### src/rtl/id_bypass_ctrl.sv
// Decode-stage operand bypass, load-use interlock and instruction hold.
// Optional interlock cycle counter enabled by defining ID_STALL_CNT_EN.
module id_bypass_ctrl #(
    parameter int DATA_W  = 32,
    parameter int NUM_RD  = 2,
    parameter int NUM_FWD = 3
) (
    input  logic                      clk,
    input  logic                      resetn,
    input  logic                      flush,
    input  logic                      ex_stall,
    input  logic                      inst_valid,
    input  logic [31:0]               inst_sram_rdata,
    output logic [31:0]               inst,
    input  logic [NUM_RD-1:0]         src_used,
    input  logic [NUM_RD*5-1:0]       src_addr,
    input  logic [NUM_RD*DATA_W-1:0]  rf_rdata,
    input  logic [NUM_FWD-1:0]        fwd_we,
    input  logic [NUM_FWD*5-1:0]      fwd_waddr,
    input  logic [NUM_FWD*DATA_W-1:0] fwd_wdata,
    input  logic [NUM_FWD-1:0]        fwd_pend,
    output logic                      stallreq,
    output logic [NUM_RD*DATA_W-1:0]  opnd,
    output logic                      opnd_valid,
    output logic [31:0]               stall_cnt
);

    localparam logic [0:0] PASS = 1'b0;
    localparam logic [0:0] HOLD = 1'b1;

    logic [0:0]               state_q, state_d;
    logic [31:0]              hold_q, hold_d;
    logic [NUM_RD*DATA_W-1:0] opnd_q, opnd_d;
    logic                     opnd_valid_q, opnd_valid_d;
    logic [NUM_RD*DATA_W-1:0] res;
    logic [NUM_RD-1:0]        port_pend;
    logic [NUM_RD-1:0]        port_stall;
    logic                     valid_now;

    // Older sources are scanned first so the youngest match overwrites them.
    always_comb begin
        res       = rf_rdata;
        port_pend = '0;
        for (int i = 0; i < NUM_RD; i++) begin
            for (int j = NUM_FWD - 1; j >= 0; j--) begin
                if (fwd_we[j] &&
                    fwd_waddr[j*5 +: 5] == src_addr[i*5 +: 5]) begin
                    res[i*DATA_W +: DATA_W] = fwd_wdata[j*DATA_W +: DATA_W];
                    port_pend[i]            = fwd_pend[j];
                end
            end
            if (src_addr[i*5 +: 5] == 5'd0) begin
                res[i*DATA_W +: DATA_W] = '0;
                port_pend[i]            = 1'b0;
            end
        end
    end

    always_comb begin
        port_stall = '0;
        for (int i = 0; i < NUM_RD; i++) begin
            port_stall[i] = src_used[i] &&
                            (src_addr[i*5 +: 5] != 5'd0) &&
                            port_pend[i];
        end
    end

    assign stallreq = |port_stall;

    always_comb begin
        state_d = state_q;
        hold_d  = hold_q;
        if (flush) begin
            state_d = PASS;
            hold_d  = '0;
        end else begin
            unique case (state_q)
                PASS: begin
                    if (inst_valid && (stallreq || ex_stall)) begin
                        state_d = HOLD;
                        hold_d  = inst_sram_rdata;
                    end
                end
                HOLD: begin
                    if (!stallreq && !ex_stall) begin
                        state_d = PASS;
                    end
                end
                default: state_d = PASS;
            endcase
        end
    end

    assign inst      = (state_q == HOLD) ? hold_q : inst_sram_rdata;
    assign valid_now = (state_q == HOLD) ? 1'b1 : inst_valid;

    // flush wins over ex_stall for the valid bit only.
    always_comb begin
        opnd_d       = opnd_q;
        opnd_valid_d = opnd_valid_q;
        if (!ex_stall) begin
            opnd_d       = res;
            opnd_valid_d = valid_now && !stallreq;
        end
        if (flush) begin
            opnd_valid_d = 1'b0;
        end
    end

    always_ff @(posedge clk or negedge resetn) begin
        if (!resetn) begin
            state_q      <= PASS;
            hold_q       <= '0;
            opnd_q       <= '0;
            opnd_valid_q <= 1'b0;
        end else begin
            state_q      <= state_d;
            hold_q       <= hold_d;
            opnd_q       <= opnd_d;
            opnd_valid_q <= opnd_valid_d;
        end
    end

    assign opnd       = opnd_q;
    assign opnd_valid = opnd_valid_q;

`ifdef ID_STALL_CNT_EN
    logic [31:0] cnt_q, cnt_d;

    always_comb begin
        cnt_d = cnt_q;
        if (stallreq && (cnt_q != 32'hFFFF_FFFF)) begin
            cnt_d = cnt_q + 32'd1;
        end
    end

    always_ff @(posedge clk or negedge resetn) begin
        if (!resetn) begin
            cnt_q <= '0;
        end else begin
            cnt_q <= cnt_d;
        end
    end

    assign stall_cnt = cnt_q;
`else
    assign stall_cnt = 32'd0;
`endif

endmodule
### config.mk
export PLATFORM = sky130hd
export DESIGN_NAME = id_bypass_ctrl
export DESIGN_NICKNAME = d
export VERILOG_FILES = /design/src/rtl/id_bypass_ctrl.sv
export SDC_FILE = /design/constraint.sdc
export NUM_CORES = 1
export LEC_CHECK = 0
export ABC_AREA = 1
export BUFFER_PORTS_ARGS = -buffer_cell sky130_fd_sc_hd__buf_2
export CORE_AREA = 5 5 136 138
export CTS_CLUSTER_DIAMETER = 50
export DETAILED_ROUTE_END_ITERATION = 8
export DIE_AREA = 0 0 141 143
export HOLD_SLACK_MARGIN = 0.08
export PLACE_DENSITY = 0.74
export SYNTH_ARGS = -nofsm -noshare
export SYNTH_HDL_FRONTEND = slang
export SYNTH_SLANG_ARGS = --single-unit
### constraint.sdc
create_clock -name clk -period 2.5 [get_ports clk]
set_clock_uncertainty 0.2 [all_clocks]
set_input_delay 0.375 -clock clk [delete_from_list [all_inputs] [get_ports clk]]
set_output_delay 0.375 -clock clk [all_outputs]
set_load 0.005 [all_outputs]
=== After elaboration in Yosys (flattened, before gate mapping) ===
Cells that the tools add are included.

* RAM bits: 0
* Input port bits: 230
* Bits in registers: 98
* Memory bits (read-only): 0
* Bits in latches: 0
* Output and inout bits: 130
* Word-level logic and storage cells: 63
* Memories kept: 0

* Equal/unequal tests: 8
* Multiplexer cells: 27
* $mul: 0
* $add $sub $neg: 0
* Divide/modulo/power cells: 0
* Magnitude comparators: 0
* Bitwise gates (word level): 1
* Shifts and indexed selects: 0
* Reduce and logical (&&, ||, !) cells: 23

{| class="wikitable"
|+ Operators with widths
! operator !! number
|-
| 2-to-1 mux 32 bit || 12
|-
| == test 5 bit || 6
|-
| 2-to-1 mux 1 bit || 14
|-
| logical AND 1 bit || 13
|-
| logical NOT 5 bit || 2
|-
| nonzero test 5 bit || 2
|-
| inequality test 2 bit (second input constant) || 2
|-
| logical NOT 1 bit || 2
|-
| case mux 1 bit (2 select lines) || 1
|-
| AND reduction 2 bit || 1
|-
| nonzero test 2 bit || 1
|-
| OR reduction 2 bit || 1
|-
| logical OR 1 bit || 1
|-
| inverter 1 bit || 1
|}

=== Depth between registers and ports, before layout ===
* Depth in word-level cells: 13
* Mapped depth: 14
* Gate-level depth less buffers: 13

=== Worst setup path after synthesis ===
No wires, ideal clock.

* Path type: input to register
* From: input port fwd_waddr[3]
* To: register hold_q[0]
* Stages on the path: 13
* Path buffers: 1
* Required time: 2.183 ns
* Arrival: 1.508 ns
* Library setup time: 0.117 ns
* Setup slack: 0.674 ns
* Cells stage by stage: inv_1 > nand2_1 > a21oi_1 > nand2_1 > nor2_4 > nor2_1 > nand2_1 > nand2_2 > nand3_4 > nand2_4 > buf_12 > nand3_2 > nand2_1

* Word-level cells in the longest chain between the ends: 10
* Elaborated cells on any way between the ends: 15

{| class="wikitable"
|+ RTL lines
! what !! RTL line !! RTL
|-
| from (decl) || 19 || <nowiki>input logic [NUM_FWD*5-1:0] fwd_waddr,</nowiki>
|-
| == test 5 bit || 47 || <nowiki>fwd_waddr[j*5 +: 5] == src_addr[i*5 +: 5]) begin</nowiki>
|-
| logical AND 1 bit || 46 || <nowiki>if (fwd_we[j] &&</nowiki>
|-
| 2-to-1 mux 1 bit || 46 ||
|-
| 2-to-1 mux 1 bit || 52 || <nowiki>if (src_addr[i*5 +: 5] == 5'd0) begin</nowiki>
|-
| logical AND 1 bit || 63 || <nowiki>(src_addr[i*5 +: 5] != 5'd0) &&</nowiki>
|-
| OR reduction 2 bit (*) || 68 || <nowiki>assign stallreq = |port_stall;</nowiki>
|-
| logical OR 1 bit (*) || 79 || <nowiki>if (inst_valid && (stallreq || ex_stall)) begin</nowiki>
|-
| logical AND 1 bit (*) || 79 ||
|-
| nonzero test 2 bit (no source line) (*) || - ||
|-
| AND reduction 2 bit (no source line) (*) || - ||
|-
| to (signal assigned) || 118 || <nowiki>hold_q <= hold_d;</nowiki>
|-
| to (decl) || 32 || <nowiki>logic [31:0] hold_q, hold_d;</nowiki>
|}

Mark *: on every way between the ends. The rest lies on a longest branch, timed or not.
A chain may end at the register's enable or synchronous reset.

=== Final worst setup path ===
* From: input port src_addr[3]
* To: output port stallreq

* Word-level cells in the longest chain between the ends: 8
* Elaborated cells on any way between the ends: 15

{| class="wikitable"
|+ RTL lines
! what !! RTL line !! RTL
|-
| from (decl) || 16 || <nowiki>input logic [NUM_RD*5-1:0] src_addr,</nowiki>
|-
| == test 5 bit || 47 ||
|-
| logical AND 1 bit || 46 ||
|-
| 2-to-1 mux 1 bit (3 in series) || 46 ||
|-
| 2-to-1 mux 1 bit || 52 ||
|-
| logical AND 1 bit (*) || 63 ||
|-
| OR reduction 2 bit (*) || 68 ||
|-
| to (decl) || 22 || <nowiki>output logic stallreq,</nowiki>
|}

Marks and branches as above.

==> flow_summary.yaml <==
cells_and_area:
  number_of_inserted_filler_cells_in_the_final_layout: 1732
  area_growth_syn_to_layout_pct: 27.8
  layout-drive-gt1-share_pct: 29.4
  design.final.nets: 1659
placed_design:
  detailedPlacementHpwl_um: 20900
  gp_congestion: 0.990
  placement.io_buffers: 327
critical_path:
  cp_max_fo: 4
  crit_end: "stallreq"
  worstSetupPathType: "input pin to output pin"
  worstPathRequired_ps: 1920
  timing.rr.end: "hold_q[29]"
  r2r_setup_slack_ps: 720
  rr_startpoint: "state_q"
  start_kind: "input pin"
  length_in_cells_of_the_worst_reg_to_reg_path: 5
  critical_path.startpoint: "src_addr[3]"
  cp.arrival_ps: 1590
  endpoint_kind_of_the_worst_setup_timing_path: "output pin"
clock_tree:
  cts.repair.resized: 0
  clkSlewWorstSetupHoldPaths_ps: 70
  tritoncts_clock_tree: "built"
  clk-insertion-delay-late_ps: 350
  clock-root-buffer: "sky130_fd_sc_hd__clkbuf_16"
  htree_num_levels: 3
  cts_setup_buffers: 0
  cts.path.max_buffers: 2
  clock_sinks: 98
  tritoncts_buffer_count: 9
power_and_ir_drop:
  powerDensity_nw_per_um2: 466
  vdd_drop_max_v: 0.000306
  power.static_leakage_nw: 5.39
drt:
  route.antenna.remaining_nets: 0
  drt_drc_violations_left: 0
  vias: 8392
  drt_iter0_markers: 524
  drt-total-wl_um: 27700
  wl_per_cell_um: 16.6
  routed_via_density: 5.04
  dr.pass1.iters: 5
min_path:
  timing.hold.worst.class: "input pin to register"
  hold_start: "inst_sram_rdata[27]"
global_route:
  gr-usage-all-layers_pct: 26.2
  grt_ovf: 0
  pin_count_of_the_biggest_net_entering_global_routing: 66
  grt_pass1_wl_um: 41800
  initial_antenna_violation_count: 7
  first_global_vias: 7727
timing:
  worst_slew_margin_rel_pct: 52.9
  finalHoldViolCount: 0
  post_route_hold_slack_ps: 95.2
  tightest_slew_ps: 706
  finalCritPeriodShare_pct: 86.5
  finalSetupViolCount: 0
  fin_tns_setup_ps: 0
  final_max_slew_viol_count: 0
  layout_min_cycle_time_ps: 2160
  unrepaired_setup_endpoints_after_global_routing: "false"
  fmax_ghz: 0.463
yosys:
  synth_top_cell_by_area: "sky130_fd_sc_hd__dfrtp_1"
  synth_largest_type_area_fraction_pct: 33.3
  seq_area_frac_synth_pct: 33.3
  synth_warnings: 0
  synth.top_cells.by_area: "sky130_fd_sc_hd__dfrtp_1 (33%), sky130_fd_sc_hd__nand2_1 (20%), sky130_fd_sc_hd__o21ai_0 (7.2%)"
  ys.flop_type: "sky130_fd_sc_hd__dfrtp_1"
  register_bit_total_from_synthesis: 98
  synthArstFlopShare_pct: 100
  synth_most_common_cell: "sky130_fd_sc_hd__nand2_1"
  synth_cells: 1141
  synth_edf_count: 0
  yosysUniqueCellTypes: 30
  synthesis.area_sq_um: 7370
  synth_top_cells_by_count: "sky130_fd_sc_hd__nand2_1 (392), sky130_fd_sc_hd__inv_1 (120), sky130_fd_sc_hd__o21ai_0 (106)"
  synthesis.area_per_instance_sq_um: 6.46
floorplanning:
  initial_utilization_pct: 43.2
  floorplan.io_pins: 360
  die_area_sq_um: 20200
  core_area_sq_um: 17100
  die-width_um: 141
  fp.dieH_um: 143
  std_cell_rows: 48
job:
  drv_cap: 0
outcome:
  outcome: "finished clean"
## critical path, cell delays in order
cell and delay, ps:
sky130_fd_sc_hd__buf_2 120, sky130_fd_sc_hd__inv_2 90, sky130_fd_sc_hd__nand2_1 60, sky130_fd_sc_hd__a21oi_1 220
sky130_fd_sc_hd__nand2_1 140, sky130_fd_sc_hd__nor2_4 160, sky130_fd_sc_hd__nor2_1 60, sky130_fd_sc_hd__nand2_1 100
sky130_fd_sc_hd__nand2_4 60, sky130_fd_sc_hd__nand2_1 70, sky130_fd_sc_hd__buf_2 130
## registers in the layout, indices dropped and copies added (netlist names)
register,cells
hold_q,32
opnd,64
opnd_valid,1
state_q,1
## metrics by stage
step           power, mW  setup slack (ps)  util [%]  cells  cell area (sq um)
2_1_floorplan       2.45               674         -   1172               7490
3_3_place_gp        2.99               147      53.3   1641               9090
3_5_place_dp        3.00               194      53.3   1641               9090
4_1_cts             4.42               370      55.2   1659               9410
5_1_grt             4.63               269      55.2   1662               9420
6_report            4.39               339      55.3   1665               9430
## final cells by class
type,count,area [sq um],share of cell area [%]
Multi-Input combinational cell,838,3960,42.0
Clock buffer,10,229,2.43
Timing Repair Buffer,353,1940,20.6
Inverter,129,484,5.14
Clock inverter,6,66.3,0.704
Sequential cell,98,2450,26.0
Tap cell,225,282,2.99
Antenna cell,6,15.0,0.159
## per-layer routing
layer | part of all wire, % | GRT usage, % | vias up | wire, um
met3 | 10 | 5.59 | 55 | 2780
met5 | 0.20 | 0 | - | 55
met1 | 40 | 34.9 | 3690 | 11200
met4 | 2.4 | 8.98 | 8 | 668
li1 | - | - | 4187 | -
met2 | 47 | 42.7 | 452 | 13000
## where the power goes
part           internal, mW  switching, mW  leakage (nW)
Combinational         0.473          0.676          4.01
Clock                 0.779          0.632         0.135
Sequential             1.74         0.0942          1.24
Total                  2.99           1.40          5.39
## kinds of logic (layout without fill, tap and decap cells)
family | after synthesis | after routing | synth area share (%)
AND/OR/NAND/NOR | 534 | 534 | 31.9
AO/OA/AOI/OAI | 269 | 269 | 19.4
buffers and inverters | 236 | 498 | 14.9
flip-flops | 98 | 98 | 33.3
XOR/XNOR | 3 | 3 | 0.356
other | 1 | 38 | 0.0509
## what timing repair did
item                       4_1_cts  5_1_grt
hold endpoints to repair        34        0
setup endpoints to repair        0        0
hold buffers                     2        0
## layout by cell type, fill, tap and decap left out
cell type | Yosys | routed
sky130_fd_sc_hd__clkbuf_16 | 0 | 9
sky130_fd_sc_hd__conb_1 | 1 | 32
sky130_fd_sc_hd__nand4_1 | 35 | 35
sky130_fd_sc_hd__nor3_1 | 2 | 2
sky130_fd_sc_hd__nor2_1 | 56 | 53
sky130_fd_sc_hd__inv_6 | 0 | 1
sky130_fd_sc_hd__nor2_4 | 1 | 4
sky130_fd_sc_hd__buf_4 | 38 | 17
sky130_fd_sc_hd__clkinv_2 | 0 | 1
sky130_fd_sc_hd__nor3b_1 | 1 | 1
sky130_fd_sc_hd__inv_1 | 120 | 119
sky130_fd_sc_hd__dfrtp_1 | 98 | 98
sky130_fd_sc_hd__o21ai_1 | 61 | 61
sky130_fd_sc_hd__diode_2 | 0 | 6
sky130_fd_sc_hd__nand3_4 | 1 | 1
sky130_fd_sc_hd__buf_2 | 14 | 326
sky130_fd_sc_hd__nand2_1 | 392 | 392
sky130_fd_sc_hd__nand2_4 | 2 | 2
sky130_fd_sc_hd__nand3_2 | 32 | 32
sky130_fd_sc_hd__a21oi_1 | 68 | 68
sky130_fd_sc_hd__bufinv_16 | 0 | 1
sky130_fd_sc_hd__nand2_2 | 1 | 1
sky130_fd_sc_hd__xor2_1 | 1 | 1
sky130_fd_sc_hd__a21oi_2 | 1 | 1
sky130_fd_sc_hd__nor2_2 | 3 | 3
sky130_fd_sc_hd__clkbuf_1 | 50 | 1
sky130_fd_sc_hd__buf_12 | 3 | 8
sky130_fd_sc_hd__dlygate4sd3_1 | 0 | 2
sky130_fd_sc_hd__xnor2_1 | 2 | 2
sky130_fd_sc_hd__inv_2 | 9 | 10
sky130_fd_sc_hd__o21ai_0 | 106 | 106
sky130_fd_sc_hd__o21ai_2 | 1 | 1
sky130_fd_sc_hd__nand3_1 | 8 | 8
sky130_fd_sc_hd__clkinvlp_4 | 0 | 3
sky130_fd_sc_hd__o211ai_1 | 32 | 32
## worst min-delay path by stage
stage	end	cells after the start
global placement	hold_q[28]	1
finish	hold_q[27]	3
floorplan	hold_q[0]	0
CTS	hold_q[27]	3
detailed placement	hold_q[21]	1
global route	hold_q[10]	3
No activity file was read; power rests on OpenSTA's default activity.
